<file path="config.mk">
export PLATFORM = sky130hd
export DESIGN_NAME = sync_fifo_gen
export DESIGN_NICKNAME = d
export VERILOG_FILES = /design/src/rtl/sync_fifo_pkg.sv /design/src/rtl/sync_fifo_mem.sv /design/src/rtl/sync_fifo_gen.sv
export SDC_FILE = /design/constraint.sdc
export NUM_CORES = 1
export LEC_CHECK = 0
export CAP_MARGIN = 30
export CORE_MARGIN = 4
export CORE_UTILIZATION = 50
export CTS_CLUSTER_DIAMETER = 30
export DETAILED_ROUTE_END_ITERATION = 16
export PLACE_DENSITY_LB_ADDON = 0.3
export SYNTH_ARGS = -nofsm -noshare
export SYNTH_HDL_FRONTEND = slang
export SYNTH_HIERARCHICAL = 1
export SYNTH_SLANG_ARGS = --single-unit
</file>
<file path="constraint.sdc">
create_clock -name clk -period 6.2 [get_ports clk]
set_input_delay 1.24 -clock clk [delete_from_list [all_inputs] [get_ports clk]]
set_output_delay 1.24 -clock clk [all_outputs]
set_load 0.1 [all_outputs]
</file>
<file path="src/rtl/sync_fifo_pkg.sv">
// Shared constants and helpers for the single-clock FIFO family.
package sync_fifo_pkg;
  localparam int FWFT_OFF = 0;
  localparam int FWFT_ON  = 1;

  // Occupancy needs one extra bit so that a full FIFO (DEPTH words) is representable.
  function automatic int cnt_w(input int asize);
    return asize + 1;
  endfunction
endpackage

</file>
<file path="src/rtl/sync_fifo_mem.sv">
// Simple dual-port RAM: synchronous write, registered or combinational read.
module sync_fifo_mem
  import sync_fifo_pkg::*;
#(
  parameter int DSIZE = 8,
  parameter int ASIZE = 3,
  parameter int FWFT  = FWFT_OFF
) (
  input  logic             clk,
  input  logic             we,
  input  logic [ASIZE-1:0] waddr,
  input  logic [DSIZE-1:0] wdata,
  input  logic             re,
  input  logic [ASIZE-1:0] raddr,
  output logic [DSIZE-1:0] rdata
);
  logic [DSIZE-1:0] mem_q [2**ASIZE];

  always_ff @(posedge clk) begin
    if (we) mem_q[waddr] <= wdata;
  end

  generate
    if (FWFT == FWFT_ON) begin : g_comb
      logic unused_re;
      assign unused_re = re;
      assign rdata     = mem_q[raddr];
    end else begin : g_reg
      logic [DSIZE-1:0] rdata_q;
      always_ff @(posedge clk) begin
        if (re) rdata_q <= mem_q[raddr];
      end
      assign rdata = rdata_q;
    end
  endgenerate
endmodule

</file>
<file path="src/rtl/sync_fifo_gen.sv">
// Single-clock FIFO with thresholds, occupancy, sticky error flags, flush and FWFT option.
module sync_fifo_gen
  import sync_fifo_pkg::*;
#(
  parameter int DSIZE     = 8,
  parameter int ASIZE     = 3,
  parameter int AFULL_TH  = 7,
  parameter int AEMPTY_TH = 1,
  parameter int FWFT      = FWFT_OFF
) (
  input  logic             clk,
  input  logic             rst,
  input  logic             clr,
  input  logic             wr_inc,
  input  logic [DSIZE-1:0] wr_data,
  output logic             wr_full,
  output logic             wr_almost_full,
  input  logic             rd_inc,
  output logic [DSIZE-1:0] rd_data,
  output logic             rd_valid,
  output logic             rd_empty,
  output logic             rd_almost_empty,
  output logic [ASIZE:0]   count,
  output logic             overflow,
  output logic             underflow
);
  localparam int CW = cnt_w(ASIZE);
  localparam logic [CW-1:0] DEPTH_C = CW'(2**ASIZE);
  localparam logic [CW-1:0] AF_TH   = CW'(AFULL_TH);
  localparam logic [CW-1:0] AE_TH   = CW'(AEMPTY_TH);
  localparam int RD_STAGES = 2;

  logic [CW-1:0] wr_ptr_q, wr_ptr_d, rd_ptr_q, rd_ptr_d, count_q, count_d;
  logic          full_q, full_d, empty_q, empty_d, afull_q, afull_d, aempty_q, aempty_d;
  logic          ovf_q, ovf_d, unf_q, unf_d;
  logic          wr_acc, rd_acc;
  logic [DSIZE-1:0] mem_rdata;

  always_comb begin
    wr_acc   = wr_inc & ~full_q;
    rd_acc   = rd_inc & ~empty_q;
    wr_ptr_d = wr_ptr_q + (wr_acc ? CW'(1) : CW'(0));
    rd_ptr_d = rd_ptr_q + (rd_acc ? CW'(1) : CW'(0));
    ovf_d    = ovf_q | (wr_inc & full_q);
    unf_d    = unf_q | (rd_inc & empty_q);
    if (clr) begin
      wr_ptr_d = '0;
      rd_ptr_d = '0;
      ovf_d    = 1'b0;
      unf_d    = 1'b0;
    end
    // Flags come from the next occupancy so they move on the same edge as count.
    count_d  = wr_ptr_d - rd_ptr_d;
    full_d   = (count_d == DEPTH_C);
    empty_d  = (count_d == '0);
    afull_d  = (count_d >= AF_TH);
    aempty_d = (count_d <= AE_TH);
  end

  always_ff @(posedge clk or negedge rst) begin
    if (!rst) begin
      wr_ptr_q <= '0;
      rd_ptr_q <= '0;
      count_q  <= '0;
      full_q   <= 1'b0;
      empty_q  <= 1'b1;
      afull_q  <= 1'b0;
      aempty_q <= 1'b1;
      ovf_q    <= 1'b0;
      unf_q    <= 1'b0;
    end else begin
      wr_ptr_q <= wr_ptr_d;
      rd_ptr_q <= rd_ptr_d;
      count_q  <= count_d;
      full_q   <= full_d;
      empty_q  <= empty_d;
      afull_q  <= afull_d;
      aempty_q <= aempty_d;
      ovf_q    <= ovf_d;
      unf_q    <= unf_d;
    end
  end

  sync_fifo_mem #(.DSIZE(DSIZE), .ASIZE(ASIZE), .FWFT(FWFT)) u_mem (
    .clk   (clk),
    .we    (wr_acc & ~clr),
    .waddr (wr_ptr_q[ASIZE-1:0]),
    .wdata (wr_data),
    .re    (rd_acc & ~clr),
    .raddr (rd_ptr_q[ASIZE-1:0]),
    .rdata (mem_rdata)
  );

  generate
    if (FWFT == FWFT_ON) begin : g_fwft
      assign rd_data  = empty_q ? '0 : mem_rdata;
      assign rd_valid = ~empty_q;
    end else begin : g_std
      // Stage 1: RAM output register loaded; stage 2: presented on rd_data.
      logic [RD_STAGES:1] vld_pipe_q, vld_pipe_d;
      logic [DSIZE-1:0]   rd_data_q, rd_data_d;
      always_comb begin
        vld_pipe_d = {vld_pipe_q[1] & ~clr, rd_acc & ~clr};
        rd_data_d  = (vld_pipe_q[1] & ~clr) ? mem_rdata : rd_data_q;
      end
      always_ff @(posedge clk or negedge rst) begin
        if (!rst) begin
          vld_pipe_q <= '0;
          rd_data_q  <= '0;
        end else begin
          vld_pipe_q <= vld_pipe_d;
          rd_data_q  <= rd_data_d;
        end
      end
      assign rd_data  = rd_data_q;
      assign rd_valid = vld_pipe_q[RD_STAGES];
    end
  endgenerate

  assign count           = count_q;
  assign wr_full         = full_q;
  assign wr_almost_full  = afull_q;
  assign rd_empty        = empty_q;
  assign rd_almost_empty = aempty_q;
  assign overflow        = ovf_q;
  assign underflow       = unf_q;
endmodule

</file>
==> results of run 1 <==
layout make-up:
type | instances | area, sq um
sequential | 100 | 2870
clock inverter | 7 | 105
inverter | 8 | 30.0
timing repair buffer | 34 | 333
tap | 102 | 128
clock buffer | 9 | 124
fill | 575 | 3130
multi-input combinational | 84 | 977
logic make-up after synthesis:
group | after synthesis | share of synthesized area [%]
DFF | 100 | 73.0
and+or+nand+nor | 33 | 4.40
muxes | 32 | 15.2
buffers and inverters | 15 | 2.07
adders and majority gates | 8 | 2.74
xor gates and xnor gates | 6 | 1.75
AOI/OAI and AO/OA | 5 | 0.797
state kept, by name (all words and copies together) (netlist names):
signal	flops
count	4
g_std.vld_pipe_q	2
overflow	1
rd_almost_empty	1
rd_data	8
rd_empty	1
rd_ptr_q	4
u_mem/mem_q	64
u_mem/rdata	8
underflow	1
wr_almost_full	1
wr_full	1
wr_ptr_q	4
worst register-to-register path: cells and delay by family, from the launching register on:
| kind | cells | cell delay [ns] |
|---|---|---|
| AOI/OAI and AO/OA | 3 | 0.55 |
| DFF | 1 | 0.91 |
| xor gates and xnor gates | 1 | 0.31 |
| and+or+nand+nor | 1 | 0.11 |
| adders and majority gates | 3 | 0.77 |
metal layers:
metal  track usage, %  vias to the layer above  share of wire, %
li1                 -                      849                 -
met1             20.4                      905                47
met2             22.0                       31                48
met3             3.72                       11               3.6
met4             5.96                        0               1.7
met5                0                        -                 0
metrics by stage:
stage / setup slack [ns] / cells / cell area (sq um) / power (W) / utilization (%)
final: 2.81 / 344 / 4560 / 0.00206 / 59.3
after global routing: 2.63 / 344 / 4560 / 0.00215 / 59.3
after CTS: 2.81 / 344 / 4560 / 0.00208 / 59.3
after detailed placement: 2.40 / 328 / 4330 / 0.00162 / 56.4
after global placement: 2.47 / 328 / 4330 / 0.00161 / 56.4
after floorplan: 2.96 / 199 / 3920 / 0.00145 / -
worst min-delay path by stage:
stage          slack (ns)  cells after the start                      to
6_report             0.48                      1  rd_data[7]$_DFFE_PN0P_
5_1_grt              0.50                      1  rd_data[7]$_DFFE_PN0P_
4_1_cts              0.48                      1  rd_data[7]$_DFFE_PN0P_
3_5_place_dp         0.46                      1  rd_data[4]$_DFFE_PN0P_
3_3_place_gp         0.46                      1  rd_data[2]$_DFFE_PN0P_
2_1_floorplan        0.45                      1  rd_data[0]$_DFFE_PN0P_
Yosys cell counts (2+ instances only):
master	number	area [sq um]
mux4_1	15	394
dfrtp_1	26	651
clkbuf_1	3	11.3
a21oi_1	3	15.0
nand2b_1	7	43.8
nand3_1	2	10.0
edfxtp_1	72	2160
nand2_1	2	7.51
nor2_1	10	37.5
nor3_1	3	15.0
mux2_2	16	180
xor2_1	4	35.0
nor2b_1	6	37.5
inv_1	8	30.0
dfstp_2	2	52.6
ha_1	7	87.6
power by group:
group / leakage [nW] / internal [W] / total [W] / switching, W
logic: 0.551 / 0.000211 / 0.000731 / 0.000520
registers: 1.01 / 0.000815 / 0.000871 / 0.0000558
clock network: 0.112 / 0.000233 / 0.000458 / 0.000225
total: 1.67 / 0.00126 / 0.00206 / 0.000800
==> impl_results.md, run 1 <==
* FFs w/ async S/R, synth at 28.0%
* Die Height at 96.6 microns
* Starting Density at 51.0%
* DRT Pass-1 Iters at 4
* Vias in the first global route at 1755
* Worst vdd ir at 0.000184 V
* DRC viols at 0
* Clock Sinks at 100
* Yosys reg bits at 100
* CP endpoint kind: register
* Postcts setup bufs at 0
* CTS Buffer Depth at 2
* Cell count after synthesis at 199
* Slew headroom at 34.8%
* Total CTS buffers at 9
* Critical path origin: wr_inc
* WP data arrival at 3.64 ns
* Number of synthesized flops with an enable pin at 72
* Crit path depth at 11
* GRT overflow at 0
* Setup TNS at 0 ns
* Setup CP Type: in -> reg
* Delay of the slowest critical-path stage at 0.46 ns
* Synth Warn # at 6
* Largest net degree at the start of global routing at 29
* FMAX at 295 MHz
* Hold Vio Cnt, Final at 0
* Reg2reg end: wr_almost_full$_DFF_PN0_
* Period minus WS final at 3.40 ns
* I/O Pins at 32
* Seq/Total Area, Yosys at 73.0%
* Post_cts resized at 0
* Final Max Slew Viols at 0
* Antenna violations before repair at 0
* Vias/cell at 5.22
* Cts-stage hold buffer count at 0
* Ys flop type: edfxtp_1
* Critical Path RT at 6.45 ns
* RSZ-0062 raised after global routing: no
* Area Growth Syn to Fin at 16.3%
* Power density over the cells at 452 mW/mm^2
* Critical R2R Launch: rd_ptr_q[0]$_DFF_PN0_
* Crit path launch type: primary input
* Fin nets at 258
* 1st-iter DRT viols at 104
* R2r worst-path depth at 8
* Dpl hpwl at 3940 microns
* Share of post-route cells with drive strength above 1 at 16.9%
* Max Clock Skew at 0.00985 ns
* Core area at 0.00769 sq mm
* WL/cell at 17.6 microns
* Reg clk slew, reported paths at 0.10 ns
* Avg Cell Area, Syn at 19.7 sq um
* Commonest non-fill, non-tap cells in the layout: edfxtp_1 (72), clkdlybuf4s50_1 (31), dfrtp_1 (26)
* Critical Path End: wr_almost_full$_DFF_PN0_
* Critical path, cell by cell: clkdlybuf4s50_1 > nor2b_1 > ha_1 > ha_1 > nand2b_1 > inv_1 > ha_1 > a21o_1 > a21oi_1 > xor3_2 > a31o_2
* Mapped cell area at 0.00392 sq mm
* Die width at 96.6 microns
* Final setup vio count at 0
* Rows at 32
* Total GRT Usage at 14.6%
* CTS tree: yes
* Max-Cap Viols at 0
* Commonest non-fill, non-tap cell in the layout: edfxtp_1
* Slack of the worst reg-to-reg path at 3.43 ns
* Global-route wire length before repair at 9470 microns
* Hold path startpoint: u_mem/rdata[7]$_DFFE_PP_
* Worst Path Max Fanout at 5
* # port buffers at 31
* WHS at 0.480 ns
* Outcome: completed
* DRT antenna net count at 0
* H-tree depth at 3
* Total die area at 0.00933 sq mm
* Netlist cell types at 29
* Static leakage at 1.67 nW
* Root Buffer: clkbuf_8
* Worst Hold Class: reg -> reg
* CP delay by family, top: adder cells
* Period utilization at 54.8%
* Routed via count at 1796
* Crit-path slowest cell: clkdlybuf4s50_1
* CP Buf/Inv Count at 2
* Slew @ Worst Pin at 0.975 ns
* GPL Wtd Cong at 0.709
* Clk Latency, worst-skew pair at 0.36 ns
* Top cell by count, worst path: ha_1
* DRT Wirelength at 6070 microns
* Syn nets at 220
* Diode count at 0
Note: power is estimated with default switching activity, not from simulation.
==> run 2, diff against run 1 <==
==> constraint.sdc (replaced) <==
create_clock -name clk -period 3.5 [get_ports clk]
set_input_delay 0.7 -clock clk [delete_from_list [all_inputs] [get_ports clk]]
set_output_delay 0.7 -clock clk [all_outputs]
set_load 0.1 [all_outputs]
==> run 2 against run 1 <==
Net effect: sequential share of layout area down 0.63 points; global-route usage up 1.1 points; final area up 1.0%; clock skew about the same; non-clock buffer count up 11; via count up 3.5%; largest cell class unchanged; worst hold slack worse by 0.0011 ns; first-iteration DRC count down 13%.
==> impl_results.md, run 2 (synthesis gave the netlist of run 1 again) <==
* Share of post-route cells with drive strength above 1 at 20.6%
* # port buffers at 31
* Slew headroom at 34.1%
* CP delay by family, top: adder cells
* Max Clock Skew at 0.0101 ns
* Reg clk slew, reported paths at 0.09 ns
* H-tree depth at 3
* Fillers at 577
* Final Max Slew Viols at 0
* Pwr Total at 0.00358 W
* CTS tree: yes
* Critical path, cell by cell: clkdlybuf4s50_1 > nor2b_1 > ha_1 > ha_1 > nand2b_1 > inv_1 > ha_1 > a21o_1 > a21oi_1 > xor3_2 > a31o_2
* Routed via count at 1859
* GRT overflow at 0
* Die Height at 96.6 microns
* WP data arrival at 3.14 ns
* CP Buf/Inv Count at 2
* Worst Hold Class: reg -> reg
* Starting Density at 51.0%
* Total GRT Usage at 15.6%
* Setup CP Type: in -> reg
* Vias in the first global route at 1887
* Final setup vio count at 0
* RSZ-0062 raised after global routing: no
* DRT Pass-1 Iters at 4
* Period minus WS final at 2.88 ns
* CP endpoint kind: register
* Critical Path RT at 3.75 ns
* Antenna violations before repair at 0
* Clock Sinks at 100
* Top reg by flops: u_mem/mem_q
* Hold endpoint: rd_data[6]$_DFFE_PN0P_
* I/O Pins at 32
* DRT antenna net count at 0
* Total die area at 0.00933 sq mm
* Period utilization at 82.4%
* Crit-path slowest cell: clkdlybuf4s50_1
* Multi-input logic area at 977 sq um
* Commonest non-fill, non-tap cell in the layout: edfxtp_1
* Area Growth Syn to Fin at 17.4%
* Reg2reg end: wr_almost_full$_DFF_PN0_
* Delay of the slowest critical-path stage at 0.46 ns
* CTS Buffer Depth at 2
* Core area at 0.00769 sq mm
* DRC viols at 0
* Register area at 0.00287 sq mm
* Slack of the worst reg-to-reg path at 1.01 ns
* Rows at 32
* Clk Latency, worst-skew pair at 0.36 ns
* Post_cts resized at 0
* R2r worst-path depth at 10
* Largest register FFs at 64
* Fin nets at 269
* Max-Cap Viols at 0
* Slew @ Worst Pin at 0.985 ns
* Outcome: completed
* WHS at 0.479 ns
* Power density over the cells at 778 mW/mm^2
* Largest net degree at the start of global routing at 29
* Commonest non-fill, non-tap cells in the layout: edfxtp_1 (72), clkdlybuf4s50_1 (29), dfrtp_1 (26)
* Total CTS buffers at 9
* WL/cell at 18.0 microns
* Critical R2R Launch: wr_full$_DFF_PN0_
* Static leakage at 1.72 nW
* Die width at 96.6 microns
* Hold Vio Cnt, Final at 0
* Crit path launch type: primary input
* Worst vdd ir at 0.000399 V
* Worst hold path cell count at 1
* 1st-iter DRT viols at 90
* Vias/cell at 5.24
* Cts-stage hold buffer count at 0
* FMAX at 347 MHz
* Root Buffer: clkbuf_8
* Postcts setup bufs at 0
* Diode count at 0
* Setup TNS at 0 ns
* DRT Wirelength at 6390 microns
* Worst Path Max Fanout at 5
* Hold path startpoint: u_mem/rdata[6]$_DFFE_PP_
* Global-route wire length before repair at 10200 microns
* Dpl hpwl at 4360 microns
* GPL Wtd Cong at 0.732
* Top cell by count, worst path: ha_1
* Critical path origin: wr_inc
## run 2: changes by cell type in the layout (fill, tap and decap cells not counted), sizes merged
cell,change
clkdlybuf4s50,-2
bufinv,-1
buf,+13
clkinv,+1
## run 2: worst max path at each step
| stage | to | slack [ns] | cells past startpoint |
|---|---|---|---|
| after global routing | wr_almost_full$_DFF_PN0_ | 0.49 | 11 |
| final | wr_almost_full$_DFF_PN0_ | 0.62 | 11 |
| after floorplan | wr_almost_full$_DFF_PN0_ | 0.58 | 10 |
| after global placement | wr_almost_full$_DFF_PN0_ | 0.31 | 11 |
| after CTS | wr_almost_full$_DFF_PN0_ | 0.64 | 11 |
| after detailed placement | wr_almost_full$_DFF_PN0_ | 0.23 | 11 |
## run 2: worst register-to-register path: cells and delay by family (launching register included)
family	cells	cell delay [ns]
AO/OA/AOI/OAI	3	0.58
XOR/XNOR	1	0.32
adder cells (fa/ha/maj)	3	0.71
buffers and inverters	1	0.07
flip-flops	1	0.42
AND/OR/NAND/NOR	2	0.28
## run 2: final cells by class
cell class                 count  share of cell area [%]
timing repair buffer          45                    8.91
multi-input combinational     84                    21.2
clock buffer                   9                    2.69
inverter                       8                   0.652
sequential                   100                    62.2
clock inverter                 7                    1.60
tap                          102                    2.77
## run 2: metal layers
metal	wire length, microns	vias to the layer above	share of wire, %	track usage, %
li1	-	867	-	-
met1	2920	953	46	21.1
met2	3160	32	49	24.9
met3	232	7	3.6	4.18
met4	86	0	1.3	5.26
met5	0	-	0	0
## run 2: report_power, final
part,internal [W],switching [W],leakage [nW],total (W)
clock,0.000336,0.000398,0.0972,0.000734
sequential,0.00144,0.0000728,1.01,0.00152
combinational,0.000383,0.000950,0.612,0.00133
total,0.00216,0.00142,1.72,0.00358
## run 2: stage by stage
step | cell area [sq um] | instances | util (%) | worst slack [ns]
CTS | 4610 | 355 | 59.9 | 0.636
finish | 4610 | 355 | 59.9 | 0.617
detailed placement | 4410 | 339 | 57.4 | 0.235
global route | 4610 | 355 | 59.9 | 0.491
global placement | 4410 | 339 | 57.4 | 0.306
floorplan | 3920 | 199 | - | 0.576
